### src/rtl/mux_cfg_chain_writer_if.sv
// Handshake/bus bundle between the configuration chain and one mux select writer.
// The slave modport is the writer's view; master is the upstream/bench view.
interface mux_cfg_chain_writer_if #(
  parameter int NUM_MEM = 4
);
  logic                 ccff_head;
  logic                 ccff_head_valid;
  logic                 ccff_head_ready;
  logic                 ccff_tail;
  logic                 ccff_tail_valid;
  logic                 commit;
  logic                 commit_done;
  logic                 cfg_error;
  logic                 busy;
  logic [0:NUM_MEM-1]   mem;
  logic [0:NUM_MEM-1]   mem_inv;

  modport slave (
    input  ccff_head, ccff_head_valid, commit,
    output ccff_head_ready, ccff_tail, ccff_tail_valid,
    output commit_done, cfg_error, busy, mem, mem_inv
  );

  modport master (
    output ccff_head, ccff_head_valid, commit,
    input  ccff_head_ready, ccff_tail, ccff_tail_valid,
    input  commit_done, cfg_error, busy, mem, mem_inv
  );
endinterface

### src/rtl/mux_cfg_chain_writer.sv
// Serial config-chain segment that loads a TGATE select word and applies it
// break-before-make, so no two TGATEs sharing an output ever conduct together.
//
// state | meaning
// IDLE  | accepting chain bits; a commit request starts the apply sequence
// CHECK | validating bit count and (optionally) one-hot-ness of the word
// BREAK | all TGATEs held off for one cycle before the new word lands
// APPLY | new select driven, commit_done pulsing; return to IDLE
module mux_cfg_chain_writer #(
  parameter int NUM_MEM      = 4,
  parameter bit ONEHOT_CHECK = 1'b1
) (
  input  logic                   prog_clk,
  input  logic                   pReset,
  mux_cfg_chain_writer_if.slave  bus
);

  localparam int             CW   = $clog2(NUM_MEM + 1);
  localparam logic [CW-1:0]  FULL = CW'(NUM_MEM);

  typedef enum logic [1:0] {IDLE, CHECK, BREAK, APPLY} state_e;

  state_e              state_q;
  logic [0:NUM_MEM-1]  shift_q;
  logic [0:NUM_MEM-1]  shift_d;
  logic [0:NUM_MEM-1]  mem_q;
  logic [0:NUM_MEM-1]  mem_inv_q;
  logic [CW-1:0]       bit_cnt_q;
  logic                tail_q;
  logic                tail_valid_q;
  logic                commit_done_q;
  logic                cfg_error_q;
  logic                head_ready;
  logic                shift_en;
  logic                word_bad;

  function automatic logic multi_hot(input logic [0:NUM_MEM-1] w);
    int n;
    n = 0;
    for (int i = 0; i < NUM_MEM; i++) n += int'(w[i]);
    return (n > 1);
  endfunction

  // A commit in IDLE wins over a shift presented in the same cycle.
  assign head_ready = (state_q == IDLE) && !bus.commit;
  assign shift_en   = head_ready && bus.ccff_head_valid;
  assign shift_d    = {bus.ccff_head, shift_q[0:NUM_MEM-2]};
  assign word_bad   = (bit_cnt_q < FULL) || (ONEHOT_CHECK && multi_hot(shift_q));

  always_ff @(posedge prog_clk or negedge pReset) begin
    if (!pReset) begin
      state_q       <= IDLE;
      shift_q       <= '0;
      bit_cnt_q     <= '0;
      mem_q         <= '0;
      mem_inv_q     <= '1;
      tail_q        <= 1'b0;
      tail_valid_q  <= 1'b0;
      commit_done_q <= 1'b0;
      cfg_error_q   <= 1'b0;
    end else begin
      tail_valid_q <= shift_en;
      if (shift_en) begin
        shift_q <= shift_d;
        tail_q  <= shift_q[NUM_MEM-1];
        if (bit_cnt_q < FULL) bit_cnt_q <= bit_cnt_q + CW'(1);
      end

      case (state_q)
        IDLE: begin
          if (bus.commit) state_q <= CHECK;
        end
        CHECK: begin
          if (word_bad) begin
            cfg_error_q <= 1'b1;
            bit_cnt_q   <= '0;
            state_q     <= IDLE;
          end else begin
            mem_q     <= '0;
            mem_inv_q <= '1;
            state_q   <= BREAK;
          end
        end
        BREAK: begin
          mem_q         <= shift_q;
          mem_inv_q     <= ~shift_q;
          commit_done_q <= 1'b1;
          bit_cnt_q     <= '0;
          state_q       <= APPLY;
        end
        APPLY: begin
          commit_done_q <= 1'b0;
          state_q       <= IDLE;
        end
        default: state_q <= IDLE;
      endcase
    end
  end

  assign bus.ccff_head_ready = head_ready;
  assign bus.ccff_tail       = tail_q;
  assign bus.ccff_tail_valid = tail_valid_q;
  assign bus.commit_done     = commit_done_q;
  assign bus.cfg_error       = cfg_error_q;
  assign bus.busy            = (state_q != IDLE);
  assign bus.mem             = mem_q;
  assign bus.mem_inv         = mem_inv_q;

endmodule

### src/flat_wrapper.sv
// flat-port wrapper written by rule: the top's interface ports become plain ports
module mux_cfg_chain_writer_flat 
#(
  parameter int NUM_MEM      = 4,
  parameter bit ONEHOT_CHECK = 1'b1
)
  (prog_clk, pReset, bus_ccff_head, bus_ccff_head_valid, bus_commit, bus_ccff_head_ready, bus_ccff_tail, bus_ccff_tail_valid, bus_commit_done, bus_cfg_error, bus_busy, bus_mem, bus_mem_inv);
  mux_cfg_chain_writer_if #(.NUM_MEM(NUM_MEM)) bus_i ();
  input  logic prog_clk;
  input  logic pReset;
  input wire logic [$bits(bus_i.ccff_head)-1:0] bus_ccff_head;
  input wire logic [$bits(bus_i.ccff_head_valid)-1:0] bus_ccff_head_valid;
  input wire logic [$bits(bus_i.commit)-1:0] bus_commit;
  output wire logic [$bits(bus_i.ccff_head_ready)-1:0] bus_ccff_head_ready;
  output wire logic [$bits(bus_i.ccff_tail)-1:0] bus_ccff_tail;
  output wire logic [$bits(bus_i.ccff_tail_valid)-1:0] bus_ccff_tail_valid;
  output wire logic [$bits(bus_i.commit_done)-1:0] bus_commit_done;
  output wire logic [$bits(bus_i.cfg_error)-1:0] bus_cfg_error;
  output wire logic [$bits(bus_i.busy)-1:0] bus_busy;
  output wire logic [$bits(bus_i.mem)-1:0] bus_mem;
  output wire logic [$bits(bus_i.mem_inv)-1:0] bus_mem_inv;
  assign bus_i.ccff_head = bus_ccff_head;
  assign bus_i.ccff_head_valid = bus_ccff_head_valid;
  assign bus_i.commit = bus_commit;
  assign bus_ccff_head_ready = bus_i.ccff_head_ready;
  assign bus_ccff_tail = bus_i.ccff_tail;
  assign bus_ccff_tail_valid = bus_i.ccff_tail_valid;
  assign bus_commit_done = bus_i.commit_done;
  assign bus_cfg_error = bus_i.cfg_error;
  assign bus_busy = bus_i.busy;
  assign bus_mem = bus_i.mem;
  assign bus_mem_inv = bus_i.mem_inv;
  mux_cfg_chain_writer #(.NUM_MEM(NUM_MEM), .ONEHOT_CHECK(ONEHOT_CHECK)) u_core (.prog_clk(prog_clk), .pReset(pReset), .bus(bus_i));
endmodule
### config.mk
export PLATFORM = sky130hd
export DESIGN_NAME = mux_cfg_chain_writer_flat
export DESIGN_NICKNAME = d
export VERILOG_FILES = /design/src/rtl/mux_cfg_chain_writer_if.sv /design/src/rtl/mux_cfg_chain_writer.sv /design/src/flat_wrapper.sv
export SDC_FILE = /design/constraint.sdc
export NUM_CORES = 1
export LEC_CHECK = 0
export CELL_PAD_IN_SITES_DETAIL_PLACEMENT = 1
export CELL_PAD_IN_SITES_GLOBAL_PLACEMENT = 1
export CORE_MARGIN = 4
export CORE_UTILIZATION = 36
export CTS_CLUSTER_SIZE = 30
export DETAILED_ROUTE_END_ITERATION = 12
export GPL_TIMING_DRIVEN = 0
export PLACE_DENSITY_LB_ADDON = 0.2
export SLEW_MARGIN = 20
export SYNTH_ARGS = -nofsm -noshare
export SYNTH_HDL_FRONTEND = slang
export SYNTH_SLANG_ARGS = --single-unit
### constraint.sdc
create_clock -name prog_clk -period 1.83 [get_ports prog_clk]
set_input_delay 0.549 -clock prog_clk [delete_from_list [all_inputs] [get_ports prog_clk]]
set_output_delay 0.549 -clock prog_clk [all_outputs]
set_load 0.1 [all_outputs]
# Yosys cells after proc, flatten, opt, wreduce, memory -nomap -nowiden
# Cells that the tools add are included.
dict set report totals {
  n_memories 0
  mem_bits_ro 0
  mem_bits_rw 0
  out_inout_bits 14
  ff_bits 21
  in_bits 5
  latch_bits 0
}
dict set report op_classes {
  order_cmp 2
  eq_ne 5
  mul 0
  add_sub_neg 4
  div 0
  bitwise 1
  n_reduce_logical 10
  n_mux 12
  shift 0
}
# op count
set op_table {}
lappend op_table {{$add 32x2->32} 2}
lappend op_table {{$gt 32x2->1 const B} 1}
lappend op_table {{$pmux 4 s2} 2}
lappend op_table {{$mux 3} 3}
lappend op_table {{$mux 4} 2}
lappend op_table {{$pmux 2 s4} 1}
lappend op_table {{$pmux 3 s2} 1}
lappend op_table {{$reduce_bool 2->1} 3}
lappend op_table {{$eq 2x2->1 const B} 2}
lappend op_table {{$mux 2} 2}
lappend op_table {{$ne 2x2->1 const B} 2}
lappend op_table {{$not 4->4} 1}
lappend op_table {{$reduce_and 2->1} 2}
lappend op_table {{$add 3x1->3 const B} 1}
lappend op_table {{$lt 3x3->1 const B} 1}
lappend op_table {{$add 1x1->2} 1}
lappend op_table {{$eq 2x1->1 const B} 1}
lappend op_table {{$logic_and 1x1->1} 2}
lappend op_table {{$logic_not 2->1} 1}
lappend op_table {{$pmux 1 s2} 1}
lappend op_table {{$logic_not 1->1} 1}
lappend op_table {{$logic_or 1x1->1} 1}

# Depth between registers and ports, before layout
dict set report depth {
  ltp_word 7
  mapped_depth 6
}

# Worst setup path after synthesis
# No wires, ideal clock.
dict set report synth_path {
  kind {register -> register}
  start {register u_core.state_q[0]}
  end {register u_core.tail_q, in the netlist u_core.bus.ccff_tail}
  setup_time_ns 0.126
  arrival_time_ns 1.824
  n_path_buf 1
  path_slack_ns -0.120
  synth_period_minus_slack_ns 1.950
  t_required_ns 1.704
  stages_incl_launch_ff 7
  path_cell_list {dfrtp_1 inv_1 ha_1 nor2b_1 buf_2 nand2_1 mux2_2}
}
dict set report synth_via {
  elab_chain_cells 3
}
# item line
set synth_rtl {}
lappend synth_rtl {{start, declared} mux_cfg_chain_writer.sv:23} ;# state_e state_q;
lappend synth_rtl {{start signal, assigned} mux_cfg_chain_writer.sv:52} ;# state_q <= IDLE;
lappend synth_rtl {{start signal, assigned} mux_cfg_chain_writer.sv:71} ;# if (bus.commit) state_q <= CHECK;
lappend synth_rtl {{start signal, assigned} mux_cfg_chain_writer.sv:77} ;# state_q <= IDLE;
lappend synth_rtl {{$logic_not 2->1} mux_cfg_chain_writer.sv:45} ;# assign head_ready = (state_q == IDLE) && !bus.commit;
lappend synth_rtl {{$logic_and 1x1->1} mux_cfg_chain_writer.sv:45}
lappend synth_rtl {{via bus_ccff_head_ready} flat_wrapper.sv:14} ;# output wire logic [$bits(bus_i.ccff_head_ready)-1:0] bus_ccff_head_ready;
lappend synth_rtl {{$logic_and 1x1->1} mux_cfg_chain_writer.sv:46} ;# assign shift_en = head_ready && bus.ccff_head_valid;
lappend synth_rtl {{end signal, assigned} mux_cfg_chain_writer.sv:65} ;# tail_q <= shift_q[NUM_MEM-1];
lappend synth_rtl {{end, declared} mux_cfg_chain_writer.sv:29} ;# logic tail_q;
# The timed path passes the listed nets, and every way through them passes these cells.
# A chain may end at the register's enable or synchronous reset.

==> reports/metrics.cfg <==
[run_status]
violations = setup timing
status = complete, but fails checks

[floorplan]
pin_count = 19
fp.dieH_um = 62.9
rows = 19
die_x_um = 62.9
initial_core_util_pct = 38.6
dieArea_um2 = 3950
core_um2 = 2810

[cells_and_area]
instances_no_fill = 167
drive_gt1_share_pct = 45.6
syn2layout_area_growth_pct = 38.5
nets = 150
final_util_pct = 53.5
antenna_cells = 0

[timing]
hold_violations = 0
fin_crit_ps = 1980
setup_violations = 2
slew_viol_final = 0
whs_ps = 481
rsz0062_at_grt = true
max_slew_margin_pct = 34.7
fmax_mhz = 506
setup_tns_ps = -177
worstMarginPinSlew_ps = 976
fin_crit_sh_pct = 108
setup_ws_ps = -146
finalClockSkew_ps = 4.51

[logic_synthesis]
synthArstFlopShare_pct = 100
synth_common_cells = 17 x dfrtp_1, 8 x ha_1, 8 x inv_1, 7 x nand2_1
yosys_register_bits = 21
synth.distinct_cells = 30
synth_most_common_cell = dfrtp_1
syn_area_um2 = 1080
ys_warn_count = 0
synth_edf_count = 0
ys.flop_type = dfrtp_1
syn_nets = 113
yosysTopAreaCell = dfrtp_1
synth_top_area_share_pct = 39.3
synth_area_leaders = dfrtp_1 39%, dfstp_2 9.7%, ha_1 9.2%, mux2_2 5.2%, a211o_1 3.2%
yosysSeqAreaShare_pct = 49.0
postSynthAreaPerCell_um2 = 10.8
netlist_instances = 100

[drt]
dr_wl_met2_um = 1450
highest_layer = met4
dr.pass1.iters = 4
via_count = 899
ant_nets = 0
wl_met1_um = 1230
drcViolationCount = 0
routed_wl_um = 2820
first_iter_violations = 16
wire_per_inst_um = 16.9
dr_wl_met3_um = 78
via_per_inst = 5.38

[clock_tree]
cts_buffer_depth = 2
clock_latency_ps = 320
cts_buffers = 3
numClockSinks = 21
root_buffer = clkbuf_4
cts_tree = yes
clk_pin_slew_ps = 120
htreeDepth = 1
ctsHoldBuffers = 0

[grt]
antenna_found_initial = 0
grt_pass1_vias = 966
track_usage_pct = 15.4
grt_max_degree = 22
grt_overflow = 0
grt_pass1_wl_um = 4780

[critical_path]
crit_path_max_incr_delay_ps = 430
crit_path_top_delay_cell = dfrtp_1
endpoint_kind = primary output
critPathArrivalTime_ps = 1430
cp_max_fo = 3
path_class = reg -> out
crit_required_ps = 1280
path_cells = inv_2 -> ha_4 -> nor2b_1 -> buf_4 -> buf_12
startpoint_type = flop

[place]
dpl.cell_count = 149
port_buffers = 18
place.gp.congestion = 0.724
hpwl_um = 1790

[job]
drv_cap = 0

[worst_hold_path]
holdCritPathClass = reg -> reg

## metrics by stage
step	area, µm²	setup slack (ps)
floorplan	1090	30.0
global placement	1310	-1080
detailed placement	1310	-1090
CTS	1420	-169
global route	1500	-207
finish	1500	-146
## kinds of logic after synthesis
group,count (synthesis),synth area share [%]
DFF,21,49.0
xor gates and xnor gates,1,0.808
buffers and inverters,11,4.04
AOI/OAI and AO/OA,21,13.2
and+or+nand+nor,31,16.7
adders and majority gates,8,9.24
muxes,7,7.04
## final timing paths
check / slack (ps) / endpoint / cells past startpoint / startpoint
max: -150 / bus_ccff_head_ready / 5 / flop
min reg2reg: 480 / u_core.bus.cfg_error / 1 / u_core.bus.cfg_error
max reg2reg: 40 / u_core.bit_cnt_q[0] / 5 / u_core.shift_q[1]
min: 480 / u_core.bus.cfg_error / 1 / u_core.bus.cfg_error
max in group asynchronous: 480 / u_core.bus.cfg_error / 1 / pReset
min in group asynchronous: 760 / u_core.state_q[0] / 1 / pReset
## layout by cell type (no fill, tap or decap), types with 5 or more instances in the layout
master	count
nand2_1	5
buf_4	19
dfrtp_1	17
buf_2	6
mux2_2	5
nor2_1	6
a21oi_1	5
## sequential cells by signal (all words and copies together) (netlist names), named ones only
signal and count:
u_core.bus.cfg_error 1, u_core.bus.mem_inv 4, u_core.shift_q 4, u_core.bus.ccff_tail_valid 1
u_core.bus.ccff_tail 1, u_core.bus.mem 4, u_core.state_q 1, u_core.bus.commit_done 1
u_core.bit_cnt_q 3
## worst max-delay path: cells and delay by family (launching register included)
family        cells  cell delay, ps
buf+inv           3             420
fa+ha+maj         1             140
flops             1             430
simple gates      1             130
## layout make-up
cell class / instances / area, µm²
multi-input cells: 68 / 579
inverters: 8 / 32.5
flip-flops and latches: 21 / 531
plain buffers: 3 / 20.0
well taps: 31 / 38.8
repair buffers: 32 / 273
fillers: 332 / 1310
clock buffers: 4 / 26.3
## repair_timing
| item | in CTS | in global routing |
|---|---|---|
| pin swaps | 3 | 9 |
| endpoints found under the setup margin | 24 | 18 |
| setup buffers | 6 | 8 |
| resized for setup | 78 | 20 |
| cloned | 0 | 0 |
## routing by layer
metal	vias to the layer above	track usage (%)
met4	0	7.44
met3	5	3.06
li1	426	-
met5	-	0
met2	13	26.5
met1	455	18.1
Power is not shown: default switching activity piles up to over one toggle a cycle in this logic, so the estimate is an artifact.
